**config.mk**
```make
export PLATFORM = sky130hd
export DESIGN_NAME = shift_issue_stage
export DESIGN_NICKNAME = d
export VERILOG_FILES = /design/src/rtl/shift_issue_stage.sv
export SDC_FILE = /design/constraint.sdc
export NUM_CORES = 1
export LEC_CHECK = 0
export ABC_AREA = 0
export BUFFER_PORTS_ARGS = -buffer_cell sky130_fd_sc_hd__buf_4
export CAP_MARGIN = 20
export CORE_MARGIN = 2
export CORE_UTILIZATION = 45
export DETAILED_ROUTE_END_ITERATION = 7
export PLACE_DENSITY = 0.85
export SETUP_SLACK_MARGIN = 0.5
export SYNTH_ARGS = -nofsm -noshare
export SYNTH_HDL_FRONTEND = slang
export SYNTH_SLANG_ARGS = --single-unit
```
**constraint.sdc**
```tcl
create_clock -name clk -period 2.2 [get_ports clk]
set_input_delay 0.44 -clock clk [delete_from_list [all_inputs] [get_ports clk]]
set_output_delay 0.44 -clock clk [all_outputs]
set_load 0.005 [all_outputs]
```
**src/rtl/shift_issue_stage.sv**
```systemverilog
// Two-stage EX front-end for RV32I shift instructions: decode into S1 registers that
// feed an external combinational shifter, then capture its result into S2 for hand-off.
module shift_issue_stage #(
    parameter int XLEN  = 32,
    parameter int RD_W  = 5,
    parameter int CNT_W = 32
) (
    input  logic             clk,
    input  logic             rst_n,
    input  logic             flush,
    input  logic             in_valid,
    output logic             in_ready,
    input  logic [XLEN-1:0]  in_inst,
    input  logic [XLEN-1:0]  in_rs1,
    input  logic [XLEN-1:0]  in_rs2,
    output logic [XLEN-1:0]  sh_data,
    output logic [4:0]       sh_shamt,
    output logic             sh_l_or_r,
    output logic             sh_a_or_l,
    input  logic [XLEN-1:0]  sh_result,
    output logic             out_valid,
    input  logic             out_ready,
    output logic [XLEN-1:0]  out_result,
    output logic [RD_W-1:0]  out_rd,
    output logic             out_illegal,
    output logic [CNT_W-1:0] retired_cnt
);

    localparam logic [6:0] OP_REG  = 7'b0110011;
    localparam logic [6:0] OP_IMM  = 7'b0010011;
    localparam logic [6:0] F7_ZERO = 7'b0000000;
    localparam logic [6:0] F7_ARITH = 7'b0100000;

    // Valid/ready: a transfer happens on a side when valid && ready at the rising
    // edge; ready never depends on the same side's valid, and a stage holding an op
    // keeps its payload stable until that op transfers onward.

    logic             s1_valid_q, s1_valid_d;
    logic             s1_illegal_q, s1_illegal_d;
    logic [RD_W-1:0]  s1_rd_q, s1_rd_d;
    logic [XLEN-1:0]  sh_data_q, sh_data_d;
    logic [4:0]       sh_shamt_q, sh_shamt_d;
    logic             sh_l_or_r_q, sh_l_or_r_d;
    logic             sh_a_or_l_q, sh_a_or_l_d;

    logic             s2_valid_q, s2_valid_d;
    logic [XLEN-1:0]  out_result_q, out_result_d;
    logic [RD_W-1:0]  out_rd_q, out_rd_d;
    logic             out_illegal_q, out_illegal_d;
    logic [CNT_W-1:0] retired_cnt_q, retired_cnt_d;

    logic             s2_ready, s1_ready;
    logic             in_fire, s1_adv, out_fire;

    logic [6:0]       opcode, f7;
    logic [2:0]       f3;
    logic             dec_legal;
    logic             dec_l_or_r, dec_a_or_l;
    logic [4:0]       dec_shamt_src;
    logic             rs2_unused;

    assign opcode = in_inst[6:0];
    assign f3     = in_inst[14:12];
    assign f7     = in_inst[31:25];

    // Only rs2[4:0] carries the shift amount; the upper bits are architecturally ignored.
    assign rs2_unused = ^in_rs2[XLEN-1:5];

    always_comb begin
        dec_legal     = 1'b0;
        dec_l_or_r    = 1'b0;
        dec_a_or_l    = 1'b0;
        dec_shamt_src = (opcode == OP_REG) ? in_rs2[4:0] : in_inst[24:20];
        if (opcode == OP_REG || opcode == OP_IMM) begin
            if (f3 == 3'b001 && f7 == F7_ZERO) begin
                dec_legal  = 1'b1;
                dec_l_or_r = 1'b1;
            end else if (f3 == 3'b101 && f7 == F7_ZERO) begin
                dec_legal  = 1'b1;
            end else if (f3 == 3'b101 && f7 == F7_ARITH) begin
                dec_legal  = 1'b1;
                dec_a_or_l = 1'b1;
            end
        end
    end

    assign s2_ready = !s2_valid_q || out_ready;
    assign s1_ready = !s1_valid_q || s2_ready;
    assign in_fire  = in_valid && s1_ready;
    assign s1_adv   = s1_valid_q && s2_ready;
    assign out_fire = s2_valid_q && out_ready;

    always_comb begin
        s1_valid_d   = s1_valid_q;
        s1_illegal_d = s1_illegal_q;
        s1_rd_d      = s1_rd_q;
        sh_data_d    = sh_data_q;
        sh_shamt_d   = sh_shamt_q;
        sh_l_or_r_d  = sh_l_or_r_q;
        sh_a_or_l_d  = sh_a_or_l_q;
        if (in_fire) begin
            s1_illegal_d = !dec_legal;
            s1_rd_d      = in_inst[11:7];
            sh_data_d    = dec_legal ? in_rs1 : '0;
            sh_shamt_d   = dec_legal ? dec_shamt_src : 5'd0;
            sh_l_or_r_d  = dec_legal && dec_l_or_r;
            sh_a_or_l_d  = dec_legal && dec_a_or_l;
        end
        // Flush outranks a same-cycle accept; stale payload is harmless once invalid.
        if (flush) begin
            s1_valid_d = 1'b0;
        end else if (in_fire) begin
            s1_valid_d = 1'b1;
        end else if (s1_adv) begin
            s1_valid_d = 1'b0;
        end
    end

    always_comb begin
        s2_valid_d    = s2_valid_q;
        out_result_d  = out_result_q;
        out_rd_d      = out_rd_q;
        out_illegal_d = out_illegal_q;
        if (s1_adv) begin
            out_result_d  = s1_illegal_q ? '0 : sh_result;
            out_rd_d      = s1_rd_q;
            out_illegal_d = s1_illegal_q;
        end
        if (flush) begin
            s2_valid_d = 1'b0;
        end else if (s1_adv) begin
            s2_valid_d = 1'b1;
        end else if (out_fire) begin
            s2_valid_d = 1'b0;
        end
        retired_cnt_d = retired_cnt_q
                        + {{(CNT_W-1){1'b0}}, (out_fire && !out_illegal_q)};
    end

    always_ff @(posedge clk or negedge rst_n) begin
        if (!rst_n) begin
            s1_valid_q    <= 1'b0;
            s1_illegal_q  <= 1'b0;
            s1_rd_q       <= '0;
            sh_data_q     <= '0;
            sh_shamt_q    <= '0;
            sh_l_or_r_q   <= 1'b0;
            sh_a_or_l_q   <= 1'b0;
            s2_valid_q    <= 1'b0;
            out_result_q  <= '0;
            out_rd_q      <= '0;
            out_illegal_q <= 1'b0;
            retired_cnt_q <= '0;
        end else begin
            s1_valid_q    <= s1_valid_d;
            s1_illegal_q  <= s1_illegal_d;
            s1_rd_q       <= s1_rd_d;
            sh_data_q     <= sh_data_d;
            sh_shamt_q    <= sh_shamt_d;
            sh_l_or_r_q   <= sh_l_or_r_d;
            sh_a_or_l_q   <= sh_a_or_l_d;
            s2_valid_q    <= s2_valid_d;
            out_result_q  <= out_result_d;
            out_rd_q      <= out_rd_d;
            out_illegal_q <= out_illegal_d;
            retired_cnt_q <= retired_cnt_d;
        end
    end

    assign in_ready    = s1_ready;
    assign sh_data     = sh_data_q;
    assign sh_shamt    = sh_shamt_q;
    assign sh_l_or_r   = sh_l_or_r_q;
    assign sh_a_or_l   = sh_a_or_l_q;
    assign out_valid   = s2_valid_q;
    assign out_result  = out_result_q;
    assign out_rd      = out_rd_q;
    assign out_illegal = out_illegal_q;
    assign retired_cnt = retired_cnt_q;

endmodule

```
==> out/metrics.csv, run 1 <==
metric;value;unit
io_buffers;211;
required;2.58;ns
clock_latency;0.51;ns
synth-warning-count;0;
detail_route.wirelength;14.1;mm
tightest_slew;0.480;ns
ir_worst_vdd;0.602;mV
dpl_cell_area;6580;um^2
path_class;flop to flop;
place.gp.congestion;0.858;
fin_skew;0.00937;ns
fp.dieW;107;um
slew_violations;0;
grt_usage;0.232;
viasPerCell;5.25;
clock-sinks;117;
core;10300;um^2
syn-num-nets;540;
syn-instance-count;404;
critPathCaptureType;flop;
synth_compound_area_frac;0.115;
synth-simple-area-share;0.141;
period_needed;2.08;ns
yosysTopAreaCell;dfrtp_1;
final_common_cell;buf_4;
clk_pin_slew;0.06;ns
antenna_found_initial;0;
first_pass_iters;4;
grt_max_degree;59;
synth_area_per_cell;11.7;um^2
drc;0;
grt_pass1_wl;20.6;mm
mostFrequentLayoutCells;buf_4 (226), dfrtp_1 (117), nand2_1 (76);
cts_tree;yes;
synth_top_area_share;0.618;
initial_core_util;0.461;
worstPathMaxFanout;5;
vias;4176;
status;complete, no violations;
synth_top_family_by_area;simple AND/OR/NAND/NOR gates;
ios;244;
powerDensity;739;nW/um^2
min_period_over_period;0.948;
async_reset_ff_frac;1.00;
cp-start-kind;flop;
synthMuxAreaShare;0.0356;
cts_buffer_depth;2;
cp.arrival;2.47;ns
gr-total-overflow;0;
hpwl;9.04;mm
busiest_layer;met2;
fmax;480;MHz
routedWlPerCell;17.8;um
ys_seq_area_frac;0.618;
antennaDiodeCount;0;
rsz0062_at_grt;yes;
final-setup-viol-count;0;
drive_gt1_frac;0.472;
synth_ff_type;dfrtp_1;
hold_path.class;primary input to flop;
final_area;7590;um^2
cts_root_buffer;clkbuf_8;
synth_adder_area_share;0.00792;
final_nets;782;
fin_util;0.739;
ys_types;33;
fp.dieArea;11400;um^2
hold_viol_final;0;
synth-xor-area-share;0.0555;
grt_use_met1;0.273;
synth_area_leaders;dfrtp_1 (62%), a22o_1 (7.0%), nand2_1 (6.1%);
chipHeight;107;um
area_delta_synth_final;60.3;%
htreeDepth;4;
dp.cells;739;
max_cap_violations;0;
synth-edff-count;0;
p_leak;0.00380;uW
cts_buffers;17;
met2_usage;0.405;
grt.met3_usage;0.0705;
slew_headroom;0.680;
fin_cells;795;
syn_area;4740;um^2
first_global_vias;4198;
drt-initial-drc-count;208;
synth_seq_cells;117;
postRouteAntennaNets;0;
rows;37;
finalSetupTns;0;ns
==> power by group <==
part	switching (uW)	internal, uW	leakage [uW]
logic	176	257	0.00191
clock network	1030	1850	0.000296
registers	79.8	2220	0.00159
total	1280	4330	0.00380
==> cells by family (layout without fill, tap and decap cells) <==
kind of cell / Yosys count / count (layout)
mux: 15 / 15
fa+ha+maj: 3 / 3
buf+inv: 29 / 284
simple gates: 133 / 133
xor+xnor: 30 / 30
compound gates: 77 / 77
flops: 117 / 117
==> cells in the mapped netlist (all sizes together), types with 3 or more instances <==
library cell and n:
nand2 77, ha 3, o21ai 34, nor3 4
clkbuf 14, dfrtp 117, a22o 38, xor2 8
and4 3, a21oi 3, nor2 8, and3 5
nand3 12, nor4 5, buf 8, inv 6
nand4 11, mux2 15, and2 3, xnor2 22
==> per-layer routing <==
layer / up-vias / share of wire
met5: - / 0
met4: 0 / 0.011
met3: 16 / 0.067
met2: 176 / 0.54
met1: 2079 / 0.38
li1: 1905 / -
==> critical path, cell delays in order, from the launching register on <==
cell,delay [ns]
dfrtp_1,0.36
inv_2,0.06
nor3_4,0.28
ha_4,0.19
ha_4,0.12
nand4_1,0.18
nor4_4,0.28
buf_4,0.22
nand4_1,0.12
xnor2_1,0.15
==> worst paths after layout <==
check | from | slack [ns] | end | depth (start not counted)
max reg2reg | out_valid | 0.12 | retired_cnt[16] | 9
min in group asynchronous | rst_n | 0.42 | retired_cnt[10] | 2
min reg2reg | out_result[17] | 0.48 | out_result[17] | 2
max in group asynchronous | rst_n | 1.19 | retired_cnt[14] | 3
max | out_valid | 0.12 | retired_cnt[16] | 9
min | flush | 0.10 | out_valid | 2
==> through the flow <==
| stage | hold slack [ns] | power (uW) | setup WS (ns) |
|---|---|---|---|
| after floorplan | 0.144 | 2410 | 0.270 |
| after global placement | 0.400 | 2710 | 0.0512 |
| after detailed placement | 0.401 | 2720 | 0.00932 |
| after CTS | 0.0664 | 5600 | 0.173 |
| after global routing | 0.0868 | 5800 | 0.0274 |
| final | 0.103 | 5610 | 0.115 |
==> flip-flops by register name, indices dropped and copies added, names as in the netlist <==
register / flops
s1_valid_q: 1
out_result: 32
out_rd: 5
s1_illegal_q: 1
retired_cnt: 32
sh_a_or_l: 1
out_illegal: 1
out_valid: 1
s1_rd_q: 5
sh_data: 32
sh_shamt: 5
sh_l_or_r: 1
==> area by class of cell <==
cell class                 instances  area (um^2)
sequential                       117         2930
fill                             691         2680
timing repair buffer             245         2020
multi-input combinational        258         1830
clock buffer                      18          418
clock inverter                    14          201
tap                              136          170
inverter                           7         28.8
==> repair_timing <==
action	CTS	global route
endpoints found under the hold margin	26	0
gates cloned	1	6
setup endpoints to repair	24	64
gates resized for setup	6	21
pin swaps	2	13
buffers inserted	9	7
hold buffers	1	0
Power figures use the tool's default switching activity.
==> inputs of run 2 (changes only) <==
CORE_UTILIZATION = 41   (was 45)
PLACE_DENSITY = 0.82   (was 0.85)
clock period = 1.8 ns   (was 2.2 ns; I/O delays follow)
==> out/metrics.csv, run 2 (synthesis results as in run 1) <==
metric;value;unit;change
status;complete, but fails checks;;
violations;negative setup slack;;
ir_worst_vdd;0.663;mV;+10%
slew_violations;0;;unchanged
place.gp.congestion;0.796;;-7.2%
regArea;2940;um^2;+0.30%
routedWlPerCell;21.0;um;+18%
fin_cells;920;;+16%
fp.dieArea;12400;um^2;+9.4%
tightest_slew;0.396;ns;-0.0835 ns
htreeDepth;4;;unchanged
dp.cells;760;;+2.8%
clock_latency;0.40;ns;-0.11 ns
finalSetupTns;-3.26;ns;-3.26 ns
max_cap_violations;0;;unchanged
final_common_cell;buf_4;;
r2r-end;retired_cnt[29];;
cts_buffer_depth;2;;unchanged
area_delta_synth_final;105;%;
path_cells;inv_2 -> nor3_4 -> buf_4 -> ha_1 -> nand3_1 -> nor4_4 -> buf_4 -> nand4b_1 -> xnor2_1;;
vias;4947;;+18%
rr_worst_depth;9;;unchanged
io_buffers;211;;unchanged
path_class;flop to flop;;
hold_path.class;primary input to flop;;
first_global_vias;4991;;+19%
cp_top_family;simple AND/OR/NAND/NOR gates;;
critPathMaxStageDelay;0.40;ns;+0.04 ns
fillCellCount;497;;-28%
cts_tree;yes;;
clk_pin_slew;0.05;ns;about the same
grt_max_degree;49;;-17%
reg2reg_slack;-0.21;ns;-0.32 ns
min_to;s1_valid_q;;
antenna_found_initial;0;;unchanged
grt_pass1_wl;25.3;mm;+23%
postRouteAntennaNets;0;;unchanged
rr_startpoint;out_valid;;
antennaDiodeCount;0;;unchanged
powerDensity;735;nW/um^2;-0.49%
crit_slowest_cell;dfrtp_1;;
first_pass_iters;6;;+2
hold_viol_final;0;;unchanged
total_power;7130;uW;+27%
chipHeight;112;um;+4.6%
cts_root_buffer;clkbuf_16;;
critPathCaptureType;flop;;
multi_input_area;2150;um^2;+18%
min_from;flush;;
mostFrequentLayoutCells;buf_4 (204), buf_6 (116), dfrtp_1 (110);;
detail_route.wirelength;19.3;mm;+37%
cp-start-kind;flop;;
cp.arrival;2.28;ns;-0.19 ns
setup_slack;-0.208;ns;-0.323 ns
cp_common_cell;buf_4;;
holdPathStages;2;;unchanged
drt-initial-drc-count;386;;+86%
drive_gt1_frac;0.631;;+0.159
cts_buffers;17;;unchanged
grt_usage;0.258;;+0.0266
hold_ws;0.129;ns;+0.0263 ns
cp.buffers_inverters;3;;+1
core;11400;um^2;+11%
drc;0;;unchanged
period_needed;2.01;ns;-0.0767 ns
min_period_over_period;1.12;;+0.168
fin_skew;0.0105;ns;+0.00114 ns
hpwl;8.65;mm;-4.3%
final_nets;901;;+15%
rsz0062_at_grt;yes;;
viasPerCell;5.38;;+2.4%
fp.dieW;112;um;+4.6%
clock-sinks;117;;unchanged
slew_headroom;0.736;;+0.0557
final-setup-viol-count;55;;+55
worstPathMaxFanout;5;;unchanged
rows;39;;+5.4%
gr-total-overflow;0;;unchanged
initial_core_util;0.417;;-0.0443
fmax;498;MHz;+3.8%
required;2.07;ns;-0.51 ns
ios;244;;unchanged
p_leak;0.00487;uW;+28%
==> run 2: what timing repair did <==
action,4_1_cts,5_1_grt
resized for setup,161,126
hold buffers,1,0
gates cloned,19,1
pin swaps,25,18
endpoints found under the setup margin,158,218
hold endpoints to repair,24,0
setup buffers,61,47
==> run 2: layout make-up <==
type / instances / area share
clock inverter: 9 / 0.0104
inverter: 7 / 0.00271
multi-input combinational: 258 / 0.222
tap: 143 / 0.0184
clock buffer: 22 / 0.0499
sequential: 117 / 0.303
timing repair buffer: 364 / 0.394
==> run 2: through the flow <==
| step | worst slack (ns) | area (um^2) | utilization |
|---|---|---|---|
| detailed placement | -0.240 | 6710 | 0.591 |
| CTS | -0.0386 | 8830 | 0.776 |
| global route | -0.305 | 9700 | 0.854 |
| global placement | -0.220 | 6710 | 0.591 |
| floorplan | -0.138 | 4830 | - |
| finish | -0.208 | 9700 | 0.854 |
==> run 2: worst max-delay path by stage <==
stage | from | end | slack [ns] | cells past startpoint
detailed placement | out_ready | retired_cnt[26] | -0.24 | 10
global route | out_valid | retired_cnt[29] | -0.31 | 9
finish | out_valid | retired_cnt[29] | -0.21 | 9
floorplan | out_valid | retired_cnt[26] | -0.14 | 8
global placement | out_ready | retired_cnt[30] | -0.22 | 10
CTS | out_valid | retired_cnt[30] | -0.04 | 9
==> run 2: metal layers <==
| layer | vias to the layer above | global-route usage | part of all wire |
|---|---|---|---|
| met5 | - | 0 | 0 |
| met1 | 2470 | 0.299 | 0.37 |
| met3 | 58 | 0.0631 | 0.057 |
| li1 | 2155 | - | - |
| met4 | 0 | 0.0914 | 0.033 |
| met2 | 264 | 0.467 | 0.54 |
==> run 2: power breakdown <==
group | internal [uW] | total (uW) | switching [uW]
Sequential | 2720 | 2810 | 95.2
Clock | 2170 | 3340 | 1180
Combinational | 604 | 977 | 373
